==> config.mk <==
export PLATFORM = sky130hd
export DESIGN_NAME = tdm_demux_receiver
export DESIGN_NICKNAME = d
export VERILOG_FILES = /design/src/rtl/tdm_demux_receiver.sv
export SDC_FILE = /design/constraint.sdc
export NUM_CORES = 1
export LEC_CHECK = 0
export CAP_MARGIN = 20
export CORE_AREA = 2 2 75 77
export DETAILED_ROUTE_END_ITERATION = 7
export DIE_AREA = 0 0 77 79
export PLACE_DENSITY = 0.78
export SLEW_MARGIN = 20
export SYNTH_ARGS = -nofsm -noshare
export SYNTH_HDL_FRONTEND = slang
export SYNTH_SLANG_ARGS = --single-unit
==> constraint.sdc <==
create_clock -name clk -period 4.7 [get_ports clk]
set_input_delay 0.705 -clock clk [delete_from_list [all_inputs] [get_ports clk]]
set_output_delay 0.705 -clock clk [all_outputs]
set_load 0.005 [all_outputs]
==> src/rtl/tdm_demux_receiver.sv <==
// -----------------------------------------------------------------------------
// tdm_demux_receiver
//
// Receive end of the time-division serial link. A 1-bit stream, framed by a
// sync pulse on bit 0, carries CHANNELS words of WIDTH bits each (channel 0
// first, MSB first within a word). The block de-interleaves one frame into a
// shift register and updates every channel output at once when the frame's
// last bit is sampled.
//
// Optional feature macro: TDM_PARITY_EN
//   defined   -> every word is followed by one even-parity bit; a frame with
//                any parity mismatch ends with frame_err instead of
//                frame_valid and leaves ch_data untouched.
//   undefined -> no parity bits; frame_err only reports a mid-frame sync.
//
// Ports
//   clk          rising-edge clock, one serial bit per cycle
//   reset_n      synchronous active-low reset
//   sync         high in the cycle carrying bit 0 of a frame
//   din          serial data bit
//   ch_data      channel k at [k*WIDTH +: WIDTH]; last good frame
//   frame_valid  one-cycle pulse when ch_data is updated
//   frame_err    one-cycle pulse when a frame is aborted or fails parity
//   busy         high while a frame is being received
// -----------------------------------------------------------------------------
module tdm_demux_receiver #(
  parameter int CHANNELS = 4,
  parameter int WIDTH    = 8
) (
  input  logic                      clk,
  input  logic                      reset_n,
  input  logic                      sync,
  input  logic                      din,
  output logic [CHANNELS*WIDTH-1:0] ch_data,
  output logic                      frame_valid,
  output logic                      frame_err,
  output logic                      busy
);

`ifdef TDM_PARITY_EN
  localparam int WORD_BITS = WIDTH + 1;
  localparam bit PARITY    = 1'b1;
`else
  localparam int WORD_BITS = WIDTH;
  localparam bit PARITY    = 1'b0;
`endif

  localparam int DATA_BITS = CHANNELS * WIDTH;
  localparam int BIT_W     = $clog2(WORD_BITS + 1);
  localparam int CH_W      = $clog2(CHANNELS);

  localparam logic [BIT_W-1:0] BIT_LAST = BIT_W'(WORD_BITS - 1);
  localparam logic [BIT_W-1:0] BIT_PAR  = BIT_W'(WIDTH);
  localparam logic [CH_W-1:0]  CH_LAST  = CH_W'(CHANNELS - 1);

  typedef enum logic {HUNT, RECV} state_e;

  state_e                 state_q, state_d;
  logic [BIT_W-1:0]       bit_cnt_q, bit_cnt_d;   // index of the next bit within its word
  logic [CH_W-1:0]        ch_cnt_q, ch_cnt_d;     // channel of the next bit
  logic [DATA_BITS-1:0]   shreg_q, shreg_d;       // data bits only, first bit ends up at MSB
  logic                   par_acc_q, par_acc_d;   // XOR of the current word's data bits
  logic                   bad_q, bad_d;           // parity failure seen earlier in this frame
  logic [DATA_BITS-1:0]   ch_data_q, ch_data_d;
  logic                   frame_valid_q, frame_valid_d;
  logic                   frame_err_q, frame_err_d;

  // Working copies of the position and accumulators for the bit sampled
  // this cycle; a restart (fresh sync) overrides them before the bit is
  // processed so a new frame and a continuing frame share one datapath.
  logic                   take;
  logic                   is_par;
  logic [BIT_W-1:0]       cur_bit;
  logic [CH_W-1:0]        cur_ch;
  logic                   acc;
  logic                   bad;
  logic [DATA_BITS-1:0]   sr;

  always_comb begin
    // NOTE: every combinational output gets a default first, so no path
    // leaves a variable unassigned and no latch is inferred.
    state_d       = state_q;
    bit_cnt_d     = bit_cnt_q;
    ch_cnt_d      = ch_cnt_q;
    shreg_d       = shreg_q;
    par_acc_d     = par_acc_q;
    bad_d         = bad_q;
    ch_data_d     = ch_data_q;
    frame_valid_d = 1'b0;
    frame_err_d   = 1'b0;

    // NOTE: these are chained intermediates inside one combinational block,
    // so they use blocking assignments and are read after being updated.
    take    = 1'b0;
    is_par  = 1'b0;
    cur_bit = bit_cnt_q;
    cur_ch  = ch_cnt_q;
    acc     = par_acc_q;
    bad     = bad_q;
    sr      = shreg_q;

    if (state_q == HUNT) begin
      if (sync) begin
        take    = 1'b1;
        cur_bit = '0;
        cur_ch  = '0;
        acc     = 1'b0;
        bad     = 1'b0;
        sr      = '0;
      end
    end else begin
      take = 1'b1;
      // A sync on the last bit is ignored: that bit completes the frame.
      if (sync && !(bit_cnt_q == BIT_LAST && ch_cnt_q == CH_LAST)) begin
        frame_err_d = 1'b1;
        cur_bit     = '0;
        cur_ch      = '0;
        acc         = 1'b0;
        bad         = 1'b0;
        sr          = '0;
      end
    end

    if (take) begin
      is_par = PARITY && (cur_bit == BIT_PAR);
      if (is_par) begin
        // Even parity: the parity bit equals the XOR of the word's data bits.
        if (din != acc) bad = 1'b1;
        acc = 1'b0;
      end else begin
        sr  = {sr[DATA_BITS-2:0], din};
        acc = acc ^ din;
      end

      if (cur_bit == BIT_LAST && cur_ch == CH_LAST) begin
        state_d   = HUNT;
        bit_cnt_d = '0;
        ch_cnt_d  = '0;
        if (bad) begin
          frame_err_d = 1'b1;
        end else begin
          frame_valid_d = 1'b1;
          // Channel 0 arrived first, so it sits in the top word of sr.
          for (int k = 0; k < CHANNELS; k++) begin
            ch_data_d[k*WIDTH +: WIDTH] = sr[(CHANNELS-1-k)*WIDTH +: WIDTH];
          end
        end
      end else begin
        state_d = RECV;
        if (cur_bit == BIT_LAST) begin
          bit_cnt_d = '0;
          ch_cnt_d  = cur_ch + 1'b1;
        end else begin
          bit_cnt_d = cur_bit + 1'b1;
          ch_cnt_d  = cur_ch;
        end
      end

      shreg_d   = sr;
      par_acc_d = acc;
      bad_d     = bad;
    end
  end

  always_ff @(posedge clk) begin
    if (!reset_n) begin
      // NOTE: the shift register is cleared too even though every frame
      // start reloads it, so no stale frame content survives a reset.
      state_q       <= HUNT;
      bit_cnt_q     <= '0;
      ch_cnt_q      <= '0;
      shreg_q       <= '0;
      par_acc_q     <= 1'b0;
      bad_q         <= 1'b0;
      ch_data_q     <= '0;
      frame_valid_q <= 1'b0;
      frame_err_q   <= 1'b0;
    end else begin
      // NOTE: state registers use non-blocking assignments so every flop
      // samples the pre-edge values regardless of statement order.
      state_q       <= state_d;
      bit_cnt_q     <= bit_cnt_d;
      ch_cnt_q      <= ch_cnt_d;
      shreg_q       <= shreg_d;
      par_acc_q     <= par_acc_d;
      bad_q         <= bad_d;
      ch_data_q     <= ch_data_d;
      frame_valid_q <= frame_valid_d;
      frame_err_q   <= frame_err_d;
    end
  end

  assign ch_data     = ch_data_q;
  assign frame_valid = frame_valid_q;
  assign frame_err   = frame_err_q;
  assign busy        = (state_q == RECV);

endmodule
Word-level counts from Yosys, hierarchy flattened --
Cells that the tools add are included.
Operators by class: add/subtract/negate cells 2, reduce and logical (&&, ||, !) cells 6, equal/unequal tests 4, bitwise gates (word level) 1, muxes and demuxes 25
Operators by type and width (number):
- $mux 31 | 3
- $mux 4 | 5
- $mux 1 | 12
- $mux 2 | 5
- $eq 4x3->1 const B | 2
- $reduce_and 3->1 | 2
- $add 4x1->4 const B | 1
- $eq 2x2->1 const B | 2
- $logic_and 1x1->1 | 3
- $add 2x1->2 const B | 1
- $logic_not 1->1 | 1
- $not 1->1 | 1
Storage, ports and cells: input bits 4, logic and storage cells 46, bits in registers 73

Logic depth before layout (Yosys ltp) --
word-level depth 10, depth in mapped cells 13, gate-level depth less buffers 8

Least setup slack after synthesis --
OpenSTA, ideal clock, no wires.
path kind input -> register, from input sync, to register ch_data_q[0] (netlist: ch_data[0]), data required time 4.583 ns, setup slack 1.842 ns, stages on the path 12, library setup time 0.117 ns, data arrival time 2.741 ns, cell sequence clkbuf_1 > o21ai_1 > clkbuf_1 > and2_1 > ha_1 > and3b_1 > buf_4 > and4b_4 > and3_1 > buf_6 > buf_6 > a22o_1
On the way: cells in the longest elaborated chain, start to end 6, elaborated cells between the ends (all ways) 20
RTL lines:
- from (decl) | line 32 | input logic sync,
- $logic_and 1x1->1 | line 114 | if (sync && !(bit_cnt_q == BIT_LAST && ch_cnt_q == CH_LAST)) begin
- $mux 4 or $mux 2 (tied branches) | line 114
- $mux 4 or $mux 2 (tied branches) | line 102 | if (state_q == HUNT) begin
- $eq 4x3->1 or $eq 2x2->1 (tied branches) | line 135 | if (cur_bit == BIT_LAST && cur_ch == CH_LAST) begin
- $logic_and 1x1->1 | line 135
- $reduce_and 3->1 (no source line)
- to (signal assigned) | line 187 | ch_data_q <= ch_data_d;
- to (decl) | line 64 | logic [DATA_BITS-1:0] ch_data_q, ch_data_d;
Several ways; a longest one is shown, not always the timed one. A chain may end at the register's enable or synchronous reset.

Final worst setup path --
from input sync, to register ch_data_q[5] (netlist: ch_data[5])
Same word-level chain as after synthesis.

==> impl_metrics.env <==
export IMPL_peakVddDrop_v=0.000261
export IMPL_h_tree_depth=3
export IMPL_rrSetupSlack_ns=1.63
export IMPL_worst_path_max_delay_cell="clkdlybuf4s50_1"
export IMPL_use_met3=0.0693
export IMPL_hpwl_um=2770
export IMPL_yosysUniqueCellTypes=30
export IMPL_ys_seq_area_frac=0.594
export IMPL_cts_root_buf="clkbuf_8"
export IMPL_port_buffers=38
export IMPL_die_area_um2=6080
export IMPL_grt_max_degree=34
export IMPL_grt_ovfl_total=0
export IMPL_cts_resized=0
export IMPL_cp_data_arrival_time_ns=3.45
export IMPL_drt_iter0_drc=111
export IMPL_vias=1732
export IMPL_clk_latency_ns=0.34
export IMPL_powerDensity_nw_per_um2=416
export IMPL_antenna_left=0
export IMPL_final_area_um2=3130
export IMPL_max_stage_delay_ns=0.55
export IMPL_placementRows=27
export IMPL_cts_tree="yes"
export IMPL_wire_per_inst_um=14.0
export IMPL_coreArea_um2=5340
export IMPL_worstHoldPathType="flip-flop to flip-flop"
export IMPL_crit_required_ns=4.99
export IMPL_grt_most_used_layer="met2"
export IMPL_r2r_cells=9
export IMPL_syn_area_per_cell_um2=11.8
export IMPL_num_antenna_cells=0
export IMPL_whs_path_depth=1
export IMPL_max_freq_mhz=316
export IMPL_worstPathMaxFanout=32
export IMPL_dr_pass1_iters=4
export IMPL_grt_pass1_vias=1637
export IMPL_fin_skew_ns=0.00283
export IMPL_drc_errors=0
export IMPL_dpl_cell_area_um2=2850
export IMPL_fin_util=0.586
export IMPL_multi_input_area_um2=897
export IMPL_async_reset_ff_frac=0
export IMPL_layout_min_cycle_time_ns=3.16
export IMPL_crit_path_end_kind="flip-flop"
export IMPL_path_clk_slew_ns=0.07
export IMPL_nets=248
export IMPL_crit_type="primary input to flip-flop"
export IMPL_hp_start="shreg_q[30]"
export IMPL_leakage_nw=1.20
export IMPL_drv_cap=0
export IMPL_r2r_end="ch_data[5]"
export IMPL_ioPinCount=39
export IMPL_ys_warn_count=0
export IMPL_holdBufCountCts=0
export IMPL_fp_dieH_um=79
export IMPL_seqCellArea_um2=1460
export IMPL_finalHoldViolCount=0
export IMPL_gp_congestion=0.805
export IMPL_antenna_found_initial=0
export IMPL_slew_viol_final=0
export IMPL_post_route_period_util=0.673
export IMPL_rsz0062_at_grt="false"
export IMPL_clock_path_buffers=2
export IMPL_finalSetupViolations=0
export IMPL_start_kind="primary input"
export IMPL_dpl_worst_slack_ns=1.19
export IMPL_timing_slew_headroom=0.555
export IMPL_outcome="finished clean"
export IMPL_worst_pin_slew_ns=0.664
export IMPL_viasPerCell=5.43
export IMPL_postCtsSetupRepairBufs=0
export IMPL_synth_seq_cells=73
export IMPL_grtUsageMet1=0.194
export IMPL_r2r_start="busy"
export IMPL_grtUsageTotal=0.162
export IMPL_initial_core_util=0.461
export IMPL_hold_path_endpoint="ch_data[7]"
export IMPL_area_delta_synth_final_pct=27.2
export IMPL_clkSinkCount=73
export IMPL_setup_tns_final_ns=0
export IMPL_synthFlopType="dfxtp_1"
export IMPL_syn_area_um2=2460
export IMPL_drive_gt1_frac=0.0931
export IMPL_nFillCells=477
export IMPL_die_width_um=77
export IMPL_grt_pass1_wl_um=7670
export IMPL_syn_nets=215
export IMPL_setup_slack_ns=1.54
export IMPL_synthCells=209
export IMPL_synth_edf_count=0
export IMPL_drt_wl_total_um=4460
export IMPL_worstPathCellList="clkdlybuf4s50_1, o21ai_1, and2_1, ha_1, and3b_1, and4b_4, and3_1, buf_4, a22o_1"
export IMPL_cts_buffers=9
export IMPL_grt_use_met2=0.255
Yosys cell counts, types with 2 or more instances:
cell	number	area [um2]
a21boi_0	4	30.0
a21oi_1	3	15.0
a22o_1	62	543
and2_1	5	31.3
and3_1	3	18.8
buf_2	4	20.0
buf_6	4	45.0
clkbuf_1	10	37.5
dfxtp_1	73	1460
ha_1	2	25.0
mux2i_1	2	20.0
nand2_1	10	37.5
nand3_1	4	20.0
nand4b_1	2	17.5
nor2_1	2	7.51
o21ai_0	5	25.0
worst max-delay path by stage:
stage | from | to | slack, ns
2_1_floorplan | sync | ch_data[0] | 1.84
3_3_place_gp | sync | ch_data[9] | 1.32
3_5_place_dp | sync | ch_data[5] | 1.19
4_1_cts | sync | ch_data[23] | 1.55
5_1_grt | sync | ch_data[9] | 1.32
6_report | sync | ch_data[5] | 1.54
metrics by stage:
stage,cells,hold WS (ns),total power (W)
2_1_floorplan,209,0.443,0.000659
6_report,319,0.477,0.00130
5_1_grt,319,0.501,0.00135
4_1_cts,319,0.478,0.00132
3_5_place_dp,303,0.460,0.000669
3_3_place_gp,303,0.460,0.000668
cell type report:
class | instances | share of cell area
Clock buffer | 10 | 0.0440
Clock inverter | 6 | 0.0440
Inverter | 1 | 0.00120
Multi-Input combinational cell | 116 | 0.287
Sequential cell | 73 | 0.467
Tap cell | 72 | 0.0288
Timing Repair Buffer | 41 | 0.129
power by group:
part           leakage (nW)  switching [W]  internal (W)
clock                 0.137       0.000224      0.000423
combinational         0.470      0.0000188    0.00000969
sequential            0.589     0.00000444      0.000621
logic make-up after synthesis:
| family | synth area share |
|---|---|
| mux | 0.00813 |
| fa+ha+maj | 0.0102 |
| simple gates | 0.0707 |
| compound gates | 0.267 |
| flops | 0.594 |
| buf+inv | 0.0463 |
| xor+xnor | 0.00356 |
critical path: cells and delay by family:
kind | cells | cell delay [ns]
fa+ha+maj | 1 | 0.27
buf+inv | 2 | 0.86
compound gates | 2 | 0.62
simple gates | 4 | 0.98
cells in the final DEF, fill, tap and decap left out, types with 4 or more instances in the layout:
master / count
dfxtp_1: 73
a22o_1: 62
clkdlybuf4s50_1: 38
nand2_1: 10
clkbuf_8: 10
o21ai_0: 5
nand3_1: 4
and2_1: 4
a21boi_0: 4
bufinv_16: 4
registers in the layout, indices dropped and copies added (netlist names):
| name | flops |
|---|---|
| ch_cnt_q | 2 |
| frame_valid | 1 |
| bit_cnt_q | 4 |
| shreg_q | 31 |
| frame_err | 1 |
| bad_q | 1 |
| busy | 1 |
| ch_data | 32 |
layer usage:
metal / up-vias / routed length [um]
li1: 858 / -
met1: 827 / 2090
met2: 41 / 2040
met3: 6 / 266
met4: 0 / 59
met5: - / 0
No activity file was read; power rests on OpenSTA's default activity.
